==> config.mk <==
export PLATFORM = sky130hd
export DESIGN_NAME = bus_read_arbiter_n
export DESIGN_NICKNAME = d
export VERILOG_FILES = /design/src/rtl/bus_read_arbiter_n.sv
export SDC_FILE = /design/constraint.sdc
export NUM_CORES = 1
export LEC_CHECK = 0
export ABC_AREA = 1
export CORE_AREA = 2 2 148 150
export DETAILED_ROUTE_END_ITERATION = 10
export DIE_AREA = 0 0 150 152
export SETUP_SLACK_MARGIN = 0.05
export SYNTH_ARGS = -nofsm -noshare
export SYNTH_HDL_FRONTEND = slang
export SYNTH_SLANG_ARGS = --single-unit
==> constraint.sdc <==
create_clock -name clk -period 7.2 [get_ports clk]
set_input_delay 1.8 -clock clk [delete_from_list [all_inputs] [get_ports clk]]
set_output_delay 1.8 -clock clk [all_outputs]
set_load 0.01 [all_outputs]
==> src/rtl/bus_read_arbiter_n.sv <==
// ---------------------------------------------------------------------------
// bus_read_arbiter_n
//
// Connects N address-decoded read sources to the CPU memory port. A source
// completes an access in one of two ways:
//   - fixed latency: a per-source wait-state count set at elaboration, or
//   - ready-driven: the source's src_ready handshake, with a timeout.
// Decode faults (no source selected, or more than one) and timeouts end the
// access with bus_error, return all-ones read data and bump a saturating
// fault counter. Every output comes straight from a flop.
//
// Ports
//   clk            system clock
//   reset          synchronous, active-high
//   cpu_valid      CPU access request, held until cpu_mem_ready
//   cpu_wstrb      nonzero marks a write; the read data register is then kept
//   src_en         address-decoder selects, one-hot expected
//   src_ready      per-source ready, only looked at for ready-driven sources
//   src_read_data  packed source data, source i at [i*DATA_WIDTH +: DATA_WIDTH]
//   cpu_mem_ready  one-cycle completion pulse
//   cpu_read_data  registered read data, valid while cpu_mem_ready is high
//   bus_error      high together with cpu_mem_ready when the access faulted
//   error_count    saturating count of faulted accesses
// ---------------------------------------------------------------------------
module bus_read_arbiter_n #(
  parameter int                         SOURCES      = 8,
  parameter int                         DATA_WIDTH   = 32,
  parameter int                         LAT_W        = 3,
  parameter logic [SOURCES*LAT_W-1:0]   LATENCIES    = '0,
  parameter logic [SOURCES-1:0]         READY_DRIVEN = '0,
  parameter int                         TIMEOUT      = 255
) (
  input  logic                            clk,
  input  logic                            reset,
  input  logic                            cpu_valid,
  input  logic [3:0]                      cpu_wstrb,
  input  logic [SOURCES-1:0]              src_en,
  input  logic [SOURCES-1:0]              src_ready,
  input  logic [SOURCES*DATA_WIDTH-1:0]   src_read_data,
  output logic                            cpu_mem_ready,
  output logic [DATA_WIDTH-1:0]           cpu_read_data,
  output logic                            bus_error,
  output logic [7:0]                      error_count
);

  localparam int SEL_W = (SOURCES > 1) ? $clog2(SOURCES) : 1;
  // The counter serves both the fixed wait states and the timeout, so it
  // must be wide enough for either.
  localparam int CNT_W = (LAT_W > 8) ? LAT_W : 8;
  localparam logic [CNT_W-1:0] TO_LAST = CNT_W'(TIMEOUT - 1);

  typedef enum logic [1:0] {
    IDLE    = 2'd0,
    WAIT    = 2'd1,
    RESPOND = 2'd2,
    HOLDOFF = 2'd3
  } state_t;

  state_t             state, state_nxt;
  logic [SEL_W-1:0]   sel, sel_nxt;
  logic [CNT_W-1:0]   cnt, cnt_nxt;
  logic               fault, fault_nxt;

  // Registered output stage
  logic                  vld_p1, vld_nxt;
  logic                  err_p1, err_nxt;
  logic [DATA_WIDTH-1:0] rdata_p1, rdata_nxt;
  logic [7:0]            err_cnt_p1, err_cnt_nxt;

  // Decoder view and per-source lookup tables
  logic [SEL_W-1:0]      dec_idx;
  logic [4:0]            dec_hits;
  logic                  dec_one_hot;
  logic [CNT_W-1:0]      lat_tab  [SOURCES];
  logic [DATA_WIDTH-1:0] data_tab [SOURCES];

  function automatic logic [7:0] sat_inc8(input logic [7:0] v);
    return (v == 8'hFF) ? v : v + 8'd1;
  endfunction

  // Index of the selected source plus a hit count, so zero-hot and
  // multi-hot selects both show up as "not exactly one".
  always_comb begin
    dec_idx  = '0;
    dec_hits = '0;
    for (int i = 0; i < SOURCES; i++) begin
      if (src_en[i]) begin
        dec_idx  = SEL_W'(i);
        dec_hits = dec_hits + 5'd1;
      end
    end
    dec_one_hot = (dec_hits == 5'd1);
  end

  always_comb begin
    for (int i = 0; i < SOURCES; i++) begin
      lat_tab[i]  = CNT_W'(LATENCIES[i*LAT_W +: LAT_W]);
      data_tab[i] = src_read_data[i*DATA_WIDTH +: DATA_WIDTH];
    end
  end

  // ---- Stage p0 -> p1: state register and registered outputs ----
  always_ff @(posedge clk) begin
    if (reset) begin
      state      <= IDLE;
      sel        <= '0;
      cnt        <= '0;
      fault      <= 1'b0;
      vld_p1     <= 1'b0;
      err_p1     <= 1'b0;
      rdata_p1   <= '0;
      err_cnt_p1 <= '0;
    end else begin
      state      <= state_nxt;
      sel        <= sel_nxt;
      cnt        <= cnt_nxt;
      fault      <= fault_nxt;
      vld_p1     <= vld_nxt;
      err_p1     <= err_nxt;
      rdata_p1   <= rdata_nxt;
      err_cnt_p1 <= err_cnt_nxt;
    end
  end

  // Next-state logic
  always_comb begin
    state_nxt = state;
    sel_nxt   = sel;
    cnt_nxt   = cnt;
    fault_nxt = fault;
    unique case (state)
      IDLE: begin
        if (cpu_valid) begin
          if (dec_one_hot) begin
            sel_nxt   = dec_idx;
            fault_nxt = 1'b0;
            if (READY_DRIVEN[dec_idx]) begin
              cnt_nxt   = '0;
              state_nxt = WAIT;
            end else begin
              cnt_nxt   = lat_tab[dec_idx];
              state_nxt = (lat_tab[dec_idx] == '0) ? RESPOND : WAIT;
            end
          end else begin
            fault_nxt = 1'b1;
            cnt_nxt   = '0;
            state_nxt = RESPOND;
          end
        end
      end
      WAIT: begin
        if (READY_DRIVEN[sel]) begin
          // A ready arriving in the last allowed cycle still wins over the timeout.
          if (src_ready[sel]) begin
            state_nxt = RESPOND;
          end else if (cnt == TO_LAST) begin
            cnt_nxt   = cnt + CNT_W'(1);
            fault_nxt = 1'b1;
            state_nxt = RESPOND;
          end else begin
            cnt_nxt = cnt + CNT_W'(1);
          end
        end else begin
          if (cnt != '0) cnt_nxt = cnt - CNT_W'(1);
          if (cnt <= CNT_W'(1)) state_nxt = RESPOND;
        end
      end
      RESPOND: state_nxt = HOLDOFF;
      HOLDOFF: state_nxt = IDLE;
      default: state_nxt = IDLE;
    endcase
  end

  // Output logic: everything the response cycle shows is computed on the
  // edge entering RESPOND, so the outputs stay purely registered.
  always_comb begin
    vld_nxt     = (state_nxt == RESPOND);
    err_nxt     = vld_nxt & fault_nxt;
    rdata_nxt   = rdata_p1;
    err_cnt_nxt = err_cnt_p1;
    if (vld_nxt) begin
      if (fault_nxt) err_cnt_nxt = sat_inc8(err_cnt_p1);
      if (cpu_wstrb == 4'd0) begin
        rdata_nxt = fault_nxt ? '1 : data_tab[sel_nxt];
      end
    end
  end

  assign cpu_mem_ready = vld_p1;
  assign bus_error     = err_p1;
  assign cpu_read_data = rdata_p1;
  assign error_count   = err_cnt_p1;

endmodule

# Yosys cells after proc, flatten, opt, wreduce, memory -nomap -nowiden
# Memories as Yosys holds them, arrays and structs flattened. A register that Yosys moved wholly into a read port is not among the register bits.
# Index checks and enable logic that the tools add are counted.
[word_totals]
ff_bits = 56
rom_bits = 80
inputBits = 279
out_inout_bits = 42
elab_cells = 99
mem_count = 3
[mem_list]
columns = ["memory", "depth", "word_bits", "read_ports", "rd_clocked_by_memory_dff", "write_ports", "line", "source"]
rows = [
  ["(name not given)", 8, 8, 1, 0, 0, "142", "state_nxt = (lat_tab[dec_idx] == '0) ? RESPOND : WAIT;"],
  ["(name not given)", 8, 1, 1, 1, 0, "152", "if (READY_DRIVEN[sel]) begin"],
  ["(name not given)", 8, 1, 1, 0, 0, "137", "if (READY_DRIVEN[dec_idx]) begin"],
]
[classes]
add_sub_neg = 10
n_lt_le_gt_ge = 5
eq_ne = 10
muxes = 51
bitwise = 4
reduce_logical = 8
[op_table]
columns = ["operator", "n"]
rows = [
  ["$bmux W32 S3", 1],
  ["$mux W32", 3],
  ["$mux W8", 8],
  ["$add A5 B1 Y5 const B", 7],
  ["$mux W5", 7],
  ["$mux W3", 10],
  ["$add A8 B1 Y8 const B", 2],
  ["$eq A8 B8 Y1 const B", 2],
  ["$mux W2", 8],
  ["$pmux W8 S2", 1],
  ["$mux W1", 10],
  ["$ge A4 B4 Y1 const B", 2],
  ["$le A8 B1 Y1 const B", 1],
  ["$logic_not A8 Y1", 1],
  ["$lt A3 B4 Y1 const B", 2],
  ["$not A3 Y4", 2],
  ["$pmux W2 S4", 1],
  ["$reduce_bool A8 Y1", 1],
  ["$sub A8 B1 Y8 const B", 1],
  ["$eq A2 B2 Y1 const B", 3],
  ["$ne A3 B3 Y1 const B", 2],
  ["$eq A5 B1 Y1 const B", 1],
  ["$logic_not A4 Y1", 1],
  ["$reduce_and A4 Y1", 1],
  ["other kinds (10)", 10],
]

# Depth between registers and ports, before layout
[depth]
depth_word = 24
ltp_mapped = 38
depth_no_buf = 36

# Least setup slack after synthesis
# Ideal clock, no wire load.
[synth_path]
kind = "in2reg"
startpoint = "input src_en[0]"
endpoint = "register rdata_p1[18] (netlist: cpu_read_data[18])"
setup_time_ps = 109
arrival_time_ps = 6091
required_time_ps = 7091
setup_slack_ps = 1000
stages = 36
n_path_buf = 2
path_cell_list = "inv_1 -> ha_1 -> inv_1 -> nand2_1 -> nand2_1 -> inv_1 -> ha_1 -> nand2_1 -> nand2_1 -> ha_1 -> or2_1 -> nand2_1 -> inv_1 -> ha_1 -> nand2_1 -> nand2_1 -> ha_1 -> nand2_1 -> a21boi_1 -> inv_1 -> ha_1 -> or2_2 -> nand2_1 -> nand2_1 -> nor2_8 -> nand2_8 -> nand2_4 -> nand2_4 -> buf_6 -> buf_6 -> nand2_1 -> nand3_1 -> nand3_1 -> nand3_1 -> nand2_1 -> inv_1"
[synth_via]
elab_chain_len = 24
elab_cells_between_ends = 32
cone_classes = "7 x add/sub; 2 x eq/ne; 21 x mux; 1 x bitwise; 1 x reduce/logical"
[synth_rtl]
columns = ["item", "line", "source"]
rows = [
  ["from (decl)", "37", "input logic [SOURCES-1:0] src_en,"],
  ["$mux W1 (*)", "87", "if (src_en[i]) begin"],
  ["$add A5 B1 Y5", "89", "dec_hits = dec_hits + 5'd1;"],
  ["$mux W5 (*)", "87", ""],
  ["$add A5 B1 Y5", "89", ""],
  ["$mux W5 (*)", "87", ""],
  ["$add A5 B1 Y5", "89", ""],
  ["$mux W5 (*)", "87", ""],
  ["$add A5 B1 Y5", "89", ""],
  ["[7 not listed]", "n/a", ""],
  ["$eq A5 B1 Y1 (*)", "92", "dec_one_hot = (dec_hits == 5'd1);"],
  ["$mux W3", "134", "if (dec_one_hot) begin"],
  ["$mux W3", "133", "if (cpu_valid) begin"],
  ["$mux W3", "131", "unique case (state)"],
  ["$not A3 Y4 (not written as such)", "184", "rdata_nxt = fault_nxt ? '1 : data_tab[sel_nxt];"],
  ["$bmux W32 S3", "184", ""],
  ["$mux W32 (not written as such) (2 in series)", "184", ""],
  ["$mux W32", "184", ""],
  ["to (signal assigned)", "120", "rdata_p1 <= rdata_nxt;"],
  ["to (decl)", "67", "logic [DATA_WIDTH-1:0] rdata_p1, rdata_nxt;"],
]
# Every way passes the cells marked *; elsewhere a longest branch is shown, timed or not. The select of a mux whose other input is x is not followed.
# A chain may end at the register's enable or synchronous reset.

# Final worst setup path
[layout_path]
startpoint = "input src_en[1]"
endpoint = "register rdata_p1[16] (netlist: cpu_read_data[16])"
[layout_via]
elab_chain_len = 22
elab_cells_between_ends = 46
cone_classes = "6 x add/sub; 2 x eq/ne; 32 x mux; 2 x bitwise; 2 x reduce/logical; 2 x memory"
[layout_rtl]
columns = ["item", "line"]
rows = [
  ["$mux W5", "87"],
  ["$add A5 B1 Y5", "89"],
  ["$mux W5", "87"],
  ["$add A5 B1 Y5", "89"],
  ["$mux W5", "87"],
  ["$add A5 B1 Y5", "89"],
  ["$mux W5", "87"],
  ["$add A5 B1 Y5", "89"],
  ["[5 not listed]", "n/a"],
  ["$eq A5 B1 Y1", "92"],
  ["$mux W3", "134"],
  ["$mux W3", "133"],
  ["$mux W3", "131"],
  ["$not A3 Y4 (not written as such)", "184"],
  ["$bmux W32 S3", "184"],
  ["$mux W32 (not written as such) (2 in series)", "184"],
  ["$mux W32", "184"],
]
# Several ways; a longest one is shown, not always the timed one. The select of a mux whose other input is x is not followed.

==> results.md <==
- Row cnt: 54
- Critical path fanouts, max: 18
- Most common cell in the netlist: nand3_1
- FMAX: ~0.15 GHz
- Antenna-violating nets left: 0
- Compound-cell area share of the yosys netlist: 6.42%
- Synthesized area: 5610 µm²
- Core footprint: 21400 µm²
- DPL Wire Length: 18800 µm
- Ys async rst share: 0%
- # fillers: 2325
- Detailed Route Iter0 Violations: about 460
- Residual DRC: 0
- Top FF cell, synth: dfxtp_1
- Worst setup EP type: flip-flop
- Largest family of logic cells by synthesized area: simple AND/OR/NAND/NOR gates
- P&R area growth vs syn: 67.7%
- Die W: 150 µm
- Sw Ratio: 43.7%
- Register area share after synthesis: 20.0%
- Cell family with most CP delay: simple AND/OR/NAND/NOR gates
- Max-slew violation count: 0
- Power Internal: 976 µW
- Peak supply drop: 0.120 mV
- 1st-pass router iterations: 5
- Leak pwr: 4.10 nW
- Switching Power: 756 µW
- Mapped Cells: 991
- Clock period minus worst slack: approximately 6.8 ns
- I/O Pins: 321
- CTS root buf: clkbuf_16
- Power Density: 184 nW/µm²
- Min-Delay Path Class: reg2reg
- Synth top area share: 33.5%
- Multi-input gate area: 3690 µm²
- Clock buffer count from CTS: 5
- CP max-delay cell: clkdlybuf4s50_1
- Diodes inserted: 0
- Final Instance Area: 9410 µm²
- Worst Path Buf+Inv: 9
- Wire length per cell: 17.1 µm
- Top cells by area, synth: nand3_1, dfxtp_1, nand2_1
- Starting Density: 26.3%
- Buffer levels on the longest clock path: 2
- Cell Count, Final, Fillers Out: 1558
- Maxcap violations: 0
- Syn nets: 1280
- Yosys reg bits: 56
- Via count: 7640
- Post-cts hold buffer count: 0
- Die Y: 152 µm
- First-pass GRT wire length: a little under 40000 µm
- Port buffer count: 312
- RSZ-0062 raised after global routing: false
- Part of the power in registers: 22.7%
- Final Hold Fails: 0
- Die area: 22800 µm²
- H-Tree Depth: 2
- Xor/xnor share of the synthesized area: 0.312%
- Post-Place Cells: between 1500 and 2000
- Antenna violations before repair: 0
- CP most frequent cell: nand2_1
- GP Congestion: 0.890
- Outcome: finished clean
- Largest net degree at the start of global routing: 65
- Final setup fails: 0
- Max incr delay on CP: 0.51 ns
- GR Overflow Total: 0
- Top cells by count, synth: nand3_1, nand2_1, inv_1, dfxtp_1, a21oi_1
- Synth Area in Simple Gates: between 50% and 60%
- Setup Crit Path Kind: in2reg
- Post-Place Cell Area: between 9000 and 10000 µm²
- Max-slew headroom: 60.7%
- Startpoint type of the worst setup path: input port
- Clock Latency Late Sink: 0.32 ns
- WP data required: 7.42 ns
- Layout cells sized above 1: under 10%
- Worst-margin pin slew: 0.590 ns
- Crit path DAT: roughly 7.0 ns
- Yosys warnings: 0
- Total GRT Usage: a little over a fifth
- Netlist cell types: 33
- Vias in the first global route: 6961
- Setup Skew: 0.0133 ns
- Clock sinks: 56
- Final nets: about 1600
- Clock slew at reported path FFs: approximately 0.090 ns
- Adder-Cell Fraction of Synth Area: 2.23%
- Final Power: 1.73 mW
- Post-route clock period utilization: 94.5%
- Post-synth top area cell: nand3_1
- Routed WL: 26700 µm
- Setup Total Neg Slack: 0 ns
- CTS tree: built
- Post-DR vias/cell: 4.90
- Number of synthesized flops with an enable pin: 0
- Synth Area per Inst: 5.67 µm²
- Clock Power Share: 15.8%
- Multiplexer area fraction after synthesis: 0%
- Comb power frac: 61.4%
- Sequential cell area: 1120 µm²
[power groups by stage]
stage | Clock (mW) | Combinational [mW] | Sequential [mW]
6_report | 0.274 | 1.06 | 0.394
5_1_grt | 0.295 | 1.18 | 0.402
4_1_cts | 0.287 | 1.02 | 0.394
3_5_place_dp | 0 | 1.02 | 0.400
3_3_place_gp | 0 | 1.01 | 0.399
2_1_floorplan | 0 | 0.606 | 0.406
[metrics by stage]
step	utilization [%]	hold slack [ns]	setup slack, ns
2_1_floorplan	-	0.422	1.00
3_3_place_gp	42.3	0.439	0.000155
3_5_place_dp	42.3	0.451	-0.0541
4_1_cts	43.0	0.467	0.273
5_1_grt	44.1	0.498	0.0456
6_report	44.1	0.464	0.393
[final cells by class]
type / instances / share of cell area [%]
flip-flops and latches: 56 / 11.9
repair buffers: 349 / 38.9
clock inverters: 3 / 0.306
inverters: 117 / 4.67
multi-input cells: 748 / 39.2
clock buffers: 5 / 1.33
well taps: 280 / 3.72
[repair_timing]
item                                    4_1_cts  5_1_grt
buffers inserted                              0        6
gates resized for setup                       0       11
endpoints found under the setup margin        0       33
[registers in the layout, indices dropped and copies added, names as in the netlist]
signal         flops
cpu_read_data     32
cnt                8
error_count        8
sel                3
state              2
bus_error          1
cpu_mem_ready      1
fault              1
[final timing paths]
check                                          from                             end  slack (ns)  depth (start not counted)
worst max-delay path                      src_en[1]  cpu_read_data[16]$_SDFFE_PP0P_        0.39                         35
worst min-delay path            cnt[7]$_SDFFE_PP0P_             cnt[7]$_SDFFE_PP0P_        0.46                          1
worst max register to register  cnt[0]$_SDFFE_PP0P_     error_count[7]$_SDFFE_PP0P_        4.68                         13
worst min register to register  cnt[7]$_SDFFE_PP0P_             cnt[7]$_SDFFE_PP0P_        0.46                          1
[cell families after synthesis]
family	after synthesis
AOI/OAI and AO/OA	68
DFF	56
xor gates and xnor gates	2
and+or+nand+nor	668
buffers and inverters	187
adders and majority gates	10
[placed cells by master, fill, tap and decap left out, drive strengths merged]
cell / count
o21ai: 19
nand3: 380
nand3b: 2
xor2: 2
ha: 10
nor3b: 2
or2: 4
clkbuf: 9
nor2: 29
nand4: 3
o211a: 1
nor4: 3
buf: 34
a21boi: 1
dfxtp: 56
o21a: 1
inv: 120
a31oi: 2
nand2: 238
nor3: 7
clkdlybuf4s50: 311
a21oi: 44
[layer usage]
metal / track usage (%) / wire length (µm) / part of all wire [%]
met4: 5.80 / 539 / 2.0
met1: 26.7 / 11300 / 42
met5: 0 / 0 / 0
met3: 4.50 / 2040 / 7.6
met2: 36.7 / 12800 / 48
No activity file was read; power rests on OpenSTA's default activity.
